[src/rtl/cache_array_mp_if.sv]
// rtl/cache_array_mp_if.sv - controller-side bus of cache_array_mp (optional CACHE_ARRAY_PARITY_EN adds parity_err)
interface cache_array_mp_if #(
    parameter int WIDTH  = 32,
    parameter int DEPTH  = 8,
    parameter int NUM_RD = 2
);
    localparam int IDX_W = $clog2(DEPTH);
    localparam int NB    = WIDTH / 8;

    logic                      load;
    logic [IDX_W-1:0]          windex;
    logic [NB-1:0]             wmask;
    logic [WIDTH-1:0]          datain;
    logic                      inv;
    logic [IDX_W-1:0]          inv_index;
    logic                      flush_req;
    logic                      flush_busy;
    logic [NUM_RD*IDX_W-1:0]   rindex;
    logic [NUM_RD*WIDTH-1:0]   dataout;
    logic [NUM_RD-1:0]         valid_out;
`ifdef CACHE_ARRAY_PARITY_EN
    logic [NUM_RD-1:0]         parity_err;

    modport master (
        output load, windex, wmask, datain, inv, inv_index, flush_req, rindex,
        input  flush_busy, dataout, valid_out, parity_err
    );
    modport slave (
        input  load, windex, wmask, datain, inv, inv_index, flush_req, rindex,
        output flush_busy, dataout, valid_out, parity_err
    );
`else
    modport master (
        output load, windex, wmask, datain, inv, inv_index, flush_req, rindex,
        input  flush_busy, dataout, valid_out
    );
    modport slave (
        input  load, windex, wmask, datain, inv, inv_index, flush_req, rindex,
        output flush_busy, dataout, valid_out
    );
`endif
endinterface

[src/rtl/cache_array_mp.sv]
// rtl/cache_array_mp.sv - multi-read-port cache array with valid bits, masked writes, invalidate and flush sweep
// Optional byte parity checking is enabled by defining CACHE_ARRAY_PARITY_EN.
module cache_array_mp #(
    parameter int WIDTH  = 32,
    parameter int DEPTH  = 8,
    parameter int NUM_RD = 2
) (
    input  logic            clk,
    input  logic            rst_n,
    cache_array_mp_if.slave bus
);
    localparam int IDX_W = $clog2(DEPTH);
    localparam int NB    = WIDTH / 8;

    typedef enum logic {IDLE, FLUSH} state_t;

    state_t                  state, state_nxt;
    logic [IDX_W-1:0]        ptr, ptr_nxt;
    logic [WIDTH-1:0]        mem [DEPTH];
    logic [DEPTH-1:0]        valid;
    logic [WIDTH-1:0]        wbits;
    logic                    busy;
    logic                    wr_en;
    logic [NUM_RD*WIDTH-1:0] dout;
    logic [NUM_RD-1:0]       vout;
`ifdef CACHE_ARRAY_PARITY_EN
    logic [NB-1:0]           par [DEPTH];
    logic [NUM_RD-1:0]       perr;
`endif

    assign busy           = (state == FLUSH);
    assign wr_en          = bus.load && !busy;
    assign bus.flush_busy = busy;
    assign bus.dataout    = dout;
    assign bus.valid_out  = vout;

    // Byte enables expanded to bit enables, shared by the write path and every bypass.
    always_comb begin
        wbits = '0;
        for (int b = 0; b < NB; b++)
            wbits[8*b +: 8] = {8{bus.wmask[b]}};
    end

    always_ff @(posedge clk or negedge rst_n) begin
        if (!rst_n) begin
            state <= IDLE;
            ptr   <= '0;
        end else begin
            state <= state_nxt;
            ptr   <= ptr_nxt;
        end
    end

    always_comb begin
        state_nxt = state;
        ptr_nxt   = ptr;
        case (state)
            IDLE: begin
                if (bus.flush_req) begin
                    state_nxt = FLUSH;
                    ptr_nxt   = '0;
                end
            end
            FLUSH: begin
                ptr_nxt = ptr + IDX_W'(1);
                if (ptr == IDX_W'(DEPTH - 1))
                    state_nxt = IDLE;
            end
            default: state_nxt = IDLE;
        endcase
    end

    always_ff @(posedge clk or negedge rst_n) begin
        if (!rst_n) begin
            for (int i = 0; i < DEPTH; i++) begin
                mem[i] <= '0;
`ifdef CACHE_ARRAY_PARITY_EN
                par[i] <= '0;
`endif
            end
            valid <= '0;
        end else begin
            if (wr_en) begin
                for (int b = 0; b < NB; b++) begin
                    if (bus.wmask[b]) begin
                        mem[bus.windex][8*b +: 8] <= bus.datain[8*b +: 8];
`ifdef CACHE_ARRAY_PARITY_EN
                        par[bus.windex][b] <= ^bus.datain[8*b +: 8];
`endif
                    end
                end
            end
            // Load is ordered after invalidate so a same-index collision leaves the entry valid.
            if (busy) begin
                valid[ptr] <= 1'b0;
            end else begin
                if (bus.inv)
                    valid[bus.inv_index] <= 1'b0;
                if (wr_en)
                    valid[bus.windex] <= 1'b1;
            end
        end
    end

    for (genvar p = 0; p < NUM_RD; p++) begin : g_rd
        logic [IDX_W-1:0] idx;
        logic [WIDTH-1:0] stored;
        logic             hit_wr;
        logic             hit_inv;

        assign idx     = bus.rindex[p*IDX_W +: IDX_W];
        assign stored  = mem[idx];
        assign hit_wr  = wr_en && (bus.windex == idx);
        assign hit_inv = bus.inv && (bus.inv_index == idx);

        assign dout[p*WIDTH +: WIDTH] = hit_wr ? ((bus.datain & wbits) | (stored & ~wbits)) : stored;
        assign vout[p] = !busy && (hit_wr || (!hit_inv && valid[idx]));

`ifdef CACHE_ARRAY_PARITY_EN
        logic [NB-1:0] pcalc;
        always_comb begin
            pcalc = '0;
            for (int b = 0; b < NB; b++)
                pcalc[b] = ^stored[8*b +: 8];
        end
        assign perr[p] = !busy && !hit_wr && !hit_inv && valid[idx] && (pcalc != par[idx]);
`endif
    end

`ifdef CACHE_ARRAY_PARITY_EN
    assign bus.parity_err = perr;
`endif
endmodule

[src/flat_wrapper.sv]
// flat-port wrapper written by rule: the top's interface ports become plain ports
module cache_array_mp_flat 
#(
    parameter int WIDTH  = 32,
    parameter int DEPTH  = 8,
    parameter int NUM_RD = 2
)
  (clk, rst_n, bus_load, bus_windex, bus_wmask, bus_datain, bus_inv, bus_inv_index, bus_flush_req, bus_rindex, bus_flush_busy, bus_dataout, bus_valid_out);
  cache_array_mp_if #(.WIDTH(WIDTH), .DEPTH(DEPTH), .NUM_RD(NUM_RD)) bus_i ();
  input  logic clk;
  input  logic rst_n;
  input wire logic [$bits(bus_i.load)-1:0] bus_load;
  input wire logic [$bits(bus_i.windex)-1:0] bus_windex;
  input wire logic [$bits(bus_i.wmask)-1:0] bus_wmask;
  input wire logic [$bits(bus_i.datain)-1:0] bus_datain;
  input wire logic [$bits(bus_i.inv)-1:0] bus_inv;
  input wire logic [$bits(bus_i.inv_index)-1:0] bus_inv_index;
  input wire logic [$bits(bus_i.flush_req)-1:0] bus_flush_req;
  input wire logic [$bits(bus_i.rindex)-1:0] bus_rindex;
  output wire logic [$bits(bus_i.flush_busy)-1:0] bus_flush_busy;
  output wire logic [$bits(bus_i.dataout)-1:0] bus_dataout;
  output wire logic [$bits(bus_i.valid_out)-1:0] bus_valid_out;
  assign bus_i.load = bus_load;
  assign bus_i.windex = bus_windex;
  assign bus_i.wmask = bus_wmask;
  assign bus_i.datain = bus_datain;
  assign bus_i.inv = bus_inv;
  assign bus_i.inv_index = bus_inv_index;
  assign bus_i.flush_req = bus_flush_req;
  assign bus_i.rindex = bus_rindex;
  assign bus_flush_busy = bus_i.flush_busy;
  assign bus_dataout = bus_i.dataout;
  assign bus_valid_out = bus_i.valid_out;
  cache_array_mp #(.WIDTH(WIDTH), .DEPTH(DEPTH), .NUM_RD(NUM_RD)) u_core (.clk(clk), .rst_n(rst_n), .bus(bus_i));
endmodule
[config.mk]
export PLATFORM = sky130hd
export DESIGN_NAME = cache_array_mp_flat
export DESIGN_NICKNAME = d
export VERILOG_FILES = /design/src/rtl/cache_array_mp_if.sv /design/src/rtl/cache_array_mp.sv /design/src/flat_wrapper.sv
export SDC_FILE = /design/constraint.sdc
export NUM_CORES = 1
export LEC_CHECK = 0
export ABC_AREA = 1
export BUFFER_PORTS_ARGS = -buffer_cell sky130_fd_sc_hd__clkbuf_2
export CAP_MARGIN = 20
export CORE_ASPECT_RATIO = 1.1
export CORE_UTILIZATION = 45
export DETAILED_ROUTE_END_ITERATION = 10
export PLACE_DENSITY = 0.72
export RECOVER_POWER = 50
export SLEW_MARGIN = 30
export SYNTH_ARGS = -nofsm -noshare
export SYNTH_HDL_FRONTEND = slang
export SYNTH_SLANG_ARGS = --single-unit
[constraint.sdc]
create_clock -name clk -period 3.5 [get_ports clk]
set_input_delay 1.05 -clock clk [delete_from_list [all_inputs] [get_ports clk]]
set_output_delay 1.05 -clock clk [all_outputs]
set_load 0.01 [all_outputs]
# [Word level (Yosys, flattened, before mapping)]
# Cells that the tools add are included.
[word_totals] romBits=0 latch_bits=0 elab_cells=109 regBits=268 mem_count=0 ramBits=0
[classes] reduce_logical=18 n_bitwise=15 addsub=1 n_mul=0 n_shift=0 n_div=0 n_eq_ne=6 mux=46 order_cmp=12
[op_table] cell="$mux W256" n=7
[op_table] cell="$bwmux W256" n=4
[op_table] cell="$demux W32 S3" n=4
[op_table] cell="$mux W32" n=7
[op_table] cell="$bmux W32 S3" n=2
[op_table] cell="$and A32 B32 Y32" n=3
[op_table] cell="$or A32 B32 Y32" n=2
[op_table] cell="$mux W8" n=5
[op_table] cell="$not A32 Y32" n=1
[op_table] cell="$mux W24" n=1
[op_table] cell="$lt A3 B4 Y1 const B" n=5
[op_table] cell="$and A8 B8 Y8" n=2
[op_table] cell="$mux W16" n=1
[op_table] cell="$not A8 Y8" n=2
[op_table] cell="$logic_and A1 B1 Y1" n=13
[op_table] cell="$eq A3 B3 Y1" n=4
[op_table] cell="$ge A4 B4 Y1 const B" n=3
[op_table] cell="$not A3 Y4" n=3
[op_table] cell="$demux W1 S3" n=3
[op_table] cell="$ge A3 B1 Y1 const B" n=3
[op_table] cell="$or A8 B8 Y8" n=1
[op_table] cell="$mux W1" n=7
[op_table] cell="$bmux W1 S3" n=2
[op_table] cell="$pmux W3 S2" n=1
[op_table] cell="other kinds (9)" n=12

# [Depth between registers and ports, before layout]
# Gate-level depths: netlist of the first run.
[logic_depth] depth_word=16 ltp_mapped=10

# [Least setup slack after synthesis of the first run]
# OpenSTA, ideal clock, no wires.
[synth_path] kind="input -> output" from="input port bus_rindex[0]" to="output port bus_dataout[10]" stages=9 t_arrival_ns=2.097 setup_slack_ns=0.353 path_cell_list="buf_2 buf_4 buf_2 buf_2 a21oi_1 o21ai_0 nand3_1 nand3_1 nand2_1"
[synth_between] elab_chain_cells=7
[synth_lines] element="start, declared" line="flat_wrapper.sv:19" text="input wire logic [$bits(bus_i.rindex)-1:0] bus_rindex;"
[synth_lines] element="$not A3 Y4 (implied by the code)" line="cache_array_mp.sv:112" text="assign stored = mem[idx];"
[synth_lines] element="$bmux W32 S3" line="cache_array_mp.sv:112"
[synth_lines] element="$mux W32 (implied by the code) (2 in series)" line="cache_array_mp.sv:112"
[synth_lines] element="$and A32 B32 Y32" line="cache_array_mp.sv:116" text="assign dout[p*WIDTH +: WIDTH] = hit_wr ? ((bus.datain & wbits) | (stored & ~wbits)) : stored;"
[synth_lines] element="$or A32 B32 Y32" line="cache_array_mp.sv:116"
[synth_lines] element="$mux W32 *" line="cache_array_mp.sv:116"
[synth_lines] element="end, declared" line="flat_wrapper.sv:21" text="output wire logic [$bits(bus_i.dataout)-1:0] bus_dataout;"
# Mark *: on every way between the ends. The rest lies on a longest branch, timed or not. The select of a mux whose other input is x is not followed.

# [Final worst setup path of the first run]
[layout_path] from="input port bus_rindex[1]" to="output port bus_valid_out[0]"
[layout_between] elab_chain_cells=6
[layout_lines] element="branches (longest 4 deep; another with $bmux W1 S3)"
[layout_lines] element="$logic_or A1 B1 Y1 *" line="cache_array_mp.sv:117" text="assign vout[p] = !busy && (hit_wr || (!hit_inv && valid[idx]));"
[layout_lines] element="$logic_and A1 B1 Y1 *" line="cache_array_mp.sv:117"
[layout_lines] element="end, declared" line="flat_wrapper.sv:22" text="output wire logic [$bits(bus_i.valid_out)-1:0] bus_valid_out;"
# Every way passes the cells marked *. The select of a mux whose other input is x is not followed.

==> results of run 1 <==
-- layout by cell type, fill, tap and decap left out, types with 2 or more instances in the layout --
master,instances
nand2_1,545
o21ai_0,275
dfrtp_1,268
nand3_1,235
inv_1,203
a21oi_1,131
clkbuf_2,115
o211ai_1,107
o21ai_1,92
buf_4,47
o22ai_1,42
nor2_1,35
clkbuf_16,30
buf_12,22
inv_2,12
nand2_2,12
o21ai_2,9
clkbuf_8,9
nor2_4,8
clkbuf_1,8
nand3_2,5
o31ai_1,4
xor2_1,3
nand4_1,3
nor2_2,3
nor3_1,3
bufinv_16,3
clkinv_2,3
buf_6,3
nor4_1,2
o311ai_0,2
ha_1,2
-- sequential cells by signal, summed over array words and instances, names as in the netlist --
name,flops
u_core.valid,8
u_core.ptr,3
u_core.mem,256
u_core.bus.flush_busy,1
-- path summary, 6_finish.rpt --
kind | to | slack, ns
max in group asynchronous | u_core.mem[211] | 0.99
min in group asynchronous | u_core.mem[6] | 1.16
hold reg to reg | u_core.mem[214] | 0.49
setup / recovery | bus_valid_out[0] | 0.05
hold / removal | u_core.mem[214] | 0.49
setup reg to reg | u_core.mem[7] | 1.44
-- cell families (layout without fill, tap and decap cells) --
kind of cell	Yosys count	after routing	share of synthesized area (%)
AO/OA/AOI/OAI	663	663	23.5
XOR/XNOR	4	4	0.223
buffers and inverters	370	458	9.74
adder cells (fa/ha/maj)	2	2	0.159
other	0	1	0
flip-flops	268	268	42.7
AND/OR/NAND/NOR	856	856	23.6
-- Yosys cell counts (2+ instances only) --
library cell	instances	area, µm²
nand2_1	542	2030
o21ai_0	275	1380
dfrtp_1	268	6710
nand3_1	237	1190
inv_1	203	762
a21oi_1	131	656
o211ai_1	107	803
o21ai_1	92	460
buf_2	72	360
clkbuf_1	57	214
o22ai_1	42	263
nor2_1	35	131
nand2_2	15	93.8
buf_1	14	52.6
inv_2	13	48.8
o21ai_2	9	78.8
buf_4	7	52.6
nor2_4	7	78.8
nor2_2	4	25.0
o31ai_1	4	30.0
buf_6	3	33.8
nand3_2	3	30.0
nand4_1	3	18.8
nor3_1	3	15.0
xor2_1	3	26.3
ha_1	2	25.0
nor4_1	2	12.5
o311ai_0	2	17.5
-- worst min-delay path: stages, from the launching register on --
cell	delay, ns
dfrtp_1	0.34
nand2_1	0.05
o21ai_0	0.06
-- where the power goes --
part / internal (µW) / switching, µW
Clock: 1910 / 1270
Combinational: 1260 / 1970
Sequential: 4190 / 698
-- per-layer routing --
metal	vias up	global-route usage [%]	wire length, µm
li1	7427	-	-
met1	7584	37.8	21100
met2	785	44.6	22900
met3	167	4.73	4530
met4	2	12.5	2240
met5	-	0	13
-- cell type report --
class                   count  area, µm²  share of cell area [%]
clock buffers              43        868                    4.83
flip-flops and latches    268       6710                    37.3
inverters                 217        818                    4.55
repair buffers            192       1470                    8.16
multi-input cells        1525       7460                    41.5
well taps                 438        548                    3.05
clock inverters             6        105                   0.585
diodes                      1       2.50                  0.0139
-- stage by stage --
| stage | area [µm²] | instances |
|---|---|---|
| 3_5_place_dp | 17000 | 2639 |
| 4_1_cts | 17900 | 2688 |
| 5_1_grt | 18000 | 2689 |
| 2_1_floorplan | 15700 | 2163 |
| 6_report | 18000 | 2690 |
| 3_3_place_gp | 17000 | 2639 |
==> flow_summary.json, run 1 <==
{
  "final_layout_size_suffix_gt1_share_pct": 12.8,
  "synth_nets": 2218,
  "wirelength_um": 50800,
  "cts_setup_buffers": 0,
  "postCtsResizedCells": 0,
  "slowest_delay_ns": 0.20,
  "final_core_util_pct": 52.4,
  "grt_pass1_wl_um": 80000,
  "critPathArrivalTime_ns": 2.40,
  "first_iter_violations": 1931,
  "cts_max_level": 1,
  "critPathSlowestCell": "buf_12",
  "setup_slack_ns": 0.0548,
  "cts_hold_buf": 0,
  "area_delta_synth_final_pct": 14.6,
  "min_from": "u_core.mem[214]",
  "critPathKind": "input pin to output pin",
  "r2r_start": "u_core.bus.flush_busy",
  "post-route-min-period_ns": 3.45,
  "die_width_um": 180,
  "worstMarginPinSlew_ns": 2.28,
  "cts.reportedPaths.clkPinSlew_ns": 0.06,
  "wl_per_cell_um": 18.9,
  "holdWs_ns": 0.486,
  "finalHoldViolations": 0,
  "syn-cell-area_um2": 15700,
  "relSlewSlack_pct": -51.9,
  "dp_hpwl_um": 32300,
  "total_power_uw": 11300,
  "cp_common_cell": "nand2_1",
  "synth.avg_cell_area_um2": 7.25,
  "p_per_area_nw_per_um2": 628,
  "synthArstFlopShare_pct": 100,
  "dieHeight_um": 198,
  "cp_max_fo": 16,
  "required_ns": 2.45,
  "rsz0062_at_grt": "false",
  "critPathCaptureType": "output pin",
  "clk_latency_ns": 0.55,
  "crit_cells": 9,
  "grtUsageTotal_pct": 28.1,
  "fin_nets": 2288,
  "cts-root-buf": "clkbuf_16",
  "fmax_mhz": 290,
  "maxCapViolations": 1,
  "dp_slack_ns": 0.105,
  "critical_path_buf_inv_count": 4,
  "ir_worst_vdd_v": 0.000466,
  "cts.sinks": 268,
  "whs_path_depth": 2,
  "hold_path.class": "flip-flop to flip-flop",
  "synth-seq-cells": 268,
  "clk_path_buf_depth": 3,
  "antenna_violating_nets_post_route": 0,
  "drv_slew": 81,
  "rows": 71,
  "synth_cells": 2163,
  "cts_tree": "built",
  "synth_cell_types": 36,
  "cp-startpoint": "bus_rindex[1]",
  "fin_skew_ns": 0.00900,
  "startpoint_type": "input pin",
  "cpLargestDelayFamily": "buffers and inverters",
  "drc": 0,
  "setup_tns_ns": 0,
  "synth-edff-count": 0,
  "core_um2": 34300,
  "period_share_pct": 98.4,
  "fillers": 3223,
  "setup-violations-final": 0,
  "grt_max_degree": 93,
  "first_pass_iters": 6,
  "p_leak_uw": 0.00853,
  "port_buffers": 119,
  "synth_seq_area_share_pct": 42.7,
  "yosys_warnings": 0,
  "synth_ff_type": "dfrtp_1",
  "grt_antenna_before_repair": 2,
  "via_per_inst": 5.93,
  "place_congestion": 0.937,
  "grt_overflow": 0,
  "worstRegToRegCells": 5,
  "dieArea_um2": 35600,
  "status": "complete, but fails checks",
  "cts_buffers": 29,
  "vias": 15965,
  "io_pins": 120,
  "violations": "capacitance limit, slew limit",
  "start_util_pct": 45.8,
  "first_global_vias": 14724,
  "worstPathCellList": "buf_4 -> buf_12 -> clkinvlp_4 -> nor2_1 -> nor3_1 -> nand2_1 -> nand2_1 -> a21oi_1 -> clkbuf_2"
}
Power figures use the tool's default switching activity.
==> inputs of run 2 (changes only) <==
- BUFFER_PORTS_ARGS: -buffer_cell sky130_fd_sc_hd__clkbuf_2 -> -buffer_cell sky130_fd_sc_hd__buf_2
- CORE_UTILIZATION: 45 -> 55
- PLACE_DENSITY: 0.72 -> 0.83
==> run 2 against run 1 <==
The run still ends with capacitance limit, slew limit left. Non-clock buffer count fell by 8. Critical endpoint is now bus_dataout[9]. Flip-flop and latch count unchanged. Critical path type unchanged. Count of clock-buffer cells in the layout fell by 5. Worst setup slack got worse by 0.028 ns. Highest routed layer is now met4. Clock skew decreased by 0.0024 ns. Register-to-register slack lost 0.58 ns. Utilization is 11 points higher. Clock power grew 1%. Die area shrank 18%.
==> flow_summary.json, run 2 (same netlist as run 1, synthesis figures left out) <==
{
  "status": "complete, but fails checks",
  "violations": "capacitance limit, slew limit",
  "period_share_pct": 99.2,
  "largest_reg_flops": 256,
  "start_util_pct": 56.1,
  "p_per_area_nw_per_um2": 638,
  "largestRegisters": "u_core.mem x256, u_core.valid x8, u_core.ptr x3",
  "fmax_mhz": 288,
  "dieHeight_um": 179,
  "whs_path_depth": 2,
  "grt_pass1_wl_um": 77500,
  "fin_skew_ns": 0.00663,
  "finalHoldViolations": 0,
  "cts.sinks": 268,
  "cp_max_fo": 8,
  "grtUsageTotal_pct": 33.7,
  "worstRegToRegCells": 7,
  "slowest_delay_ns": 0.29,
  "drv_slew": 90,
  "p_leak_uw": 0.00845,
  "wl_per_cell_um": 18.7,
  "setup_tns_ns": 0,
  "maxCapViolations": 1,
  "critPathCaptureType": "output pin",
  "placed_cell_area_um2": 16800,
  "antenna_violating_nets_post_route": 0,
  "hold_path.class": "flip-flop to flip-flop",
  "dp_hpwl_um": 30400,
  "final_layout_size_suffix_gt1_share_pct": 12.4,
  "critPathKind": "input pin to output pin",
  "critPathArrivalTime_ns": 2.42,
  "r2r_start": "u_core.bus.flush_busy",
  "clk_path_buf_depth": 3,
  "cp_common_cell": "buf_4",
  "layout_commonest_cell": "nand2_1",
  "area_delta_synth_final_pct": 13.3,
  "worstPathCellList": "buf_4 -> xor2_1 -> nor2_2 -> buf_4 -> nand3_1 -> buf_4 -> nand3_1 -> nand2_1 -> buf_2",
  "fillers": 2374,
  "rsz0062_at_grt": "false",
  "ir_worst_vdd_v": 0.000348,
  "antenna_cells": 0,
  "top_register": "u_core.mem",
  "cp-startpoint": "bus_rindex[1]",
  "relSlewSlack_pct": -63.8,
  "place_congestion": 0.933,
  "setup-violations-final": 0,
  "drc": 0,
  "first_global_vias": 15090,
  "fin_nets": 2279,
  "cts_tree": "built",
  "first_iter_violations": 2260,
  "wirelength_um": 48900,
  "mostFrequentLayoutCells": "545 x nand2_1, 275 x o21ai_0, 268 x dfrtp_1",
  "worstMarginPinSlew_ns": 2.46,
  "dieArea_um2": 29200,
  "fin_area_um2": 17800,
  "rows": 64,
  "critPathSlowestCell": "xor2_1",
  "vias": 16120,
  "clk_latency_ns": 0.55,
  "required_ns": 2.45,
  "via_per_inst": 6.19,
  "grt_antenna_before_repair": 1,
  "cts_buffers": 28,
  "grt_overflow": 0,
  "cts.reportedPaths.clkPinSlew_ns": 0.06,
  "core_um2": 27900,
  "die_width_um": 163,
  "cts_setup_buffers": 0,
  "io_pins": 120,
  "cts-root-buf": "clkbuf_16",
  "grt_max_degree": 103,
  "cts_max_level": 1,
  "first_pass_iters": 6,
  "port_buffers": 119,
  "post-route-min-period_ns": 3.47,
  "min_from": "u_core.mem[202]",
  "cts_hold_buf": 0,
  "startpoint_type": "input pin"
}
==> run 2: worst paths after layout <==
path / endpoint / slack, ns
max: bus_dataout[9] / 0.03
min: u_core.mem[202] / 0.48
max reg2reg: u_core.mem[96] / 0.86
min reg2reg: u_core.mem[202] / 0.48
max in group asynchronous: u_core.mem[45] / 0.72
min in group asynchronous: u_core.mem[38] / 1.25
==> run 2: stage by stage <==
| stage | utilization [%] | setup slack, ns | hold slack, ns | power (µW) | cells |
|---|---|---|---|---|---|
| global route | 63.6 | 0.000118 | 0.514 | 12100 | 2606 |
| global placement | 60.1 | 0.0911 | 0.467 | 7870 | 2556 |
| floorplan | - | 0.353 | 0.453 | 7030 | 2163 |
| finish | 63.6 | 0.0264 | 0.484 | 11300 | 2606 |
| CTS | 63.6 | 0.0651 | 0.489 | 11300 | 2605 |
| detailed placement | 60.1 | 0.0779 | 0.473 | 8060 | 2556 |
==> run 2: area by class of cell <==
cell class                      instances  area, µm²  share of cell area (%)
Clock buffer                           38        810                    4.56
Clock inverter                         11        185                    1.04
Inverter                              217        818                    4.60
Multi-Input combinational cell       1525       7440                    41.9
Sequential cell                       268       6710                    37.7
Tap cell                              363        454                    2.56
Timing Repair Buffer                  184       1350                    7.62
==> run 2: power by group <==
part | leakage (µW) | total, µW | internal (µW) | switching (µW)
Sequential | 0.00339 | 4910 | 4190 | 722
Combinational | 0.00457 | 3210 | 1250 | 1960
Clock | 0.000485 | 3220 | 1980 | 1240
==> run 2: per-layer routing <==
metal  routed length, µm  GRT usage, %  up-vias
met5                   0             0        -
met4                2260          17.3        0
met3                4920          6.20      181
met2               22000          52.4      881
met1               19700          45.0     7655
li1                    -             -     7403
==> run 2: worst max-delay path, delay by kind of cell <==
| family | cells | cell delay (ns) |
|---|---|---|
| buf+inv | 4 | 0.68 |
| simple gates | 4 | 0.39 |
| xor+xnor | 1 | 0.29 |
==> run 2: timing repair <==
item | CTS | global route
setup endpoints to repair | 0 | 8
endpoints found under the hold margin | 0 | 0
gates resized for setup | 0 | 5
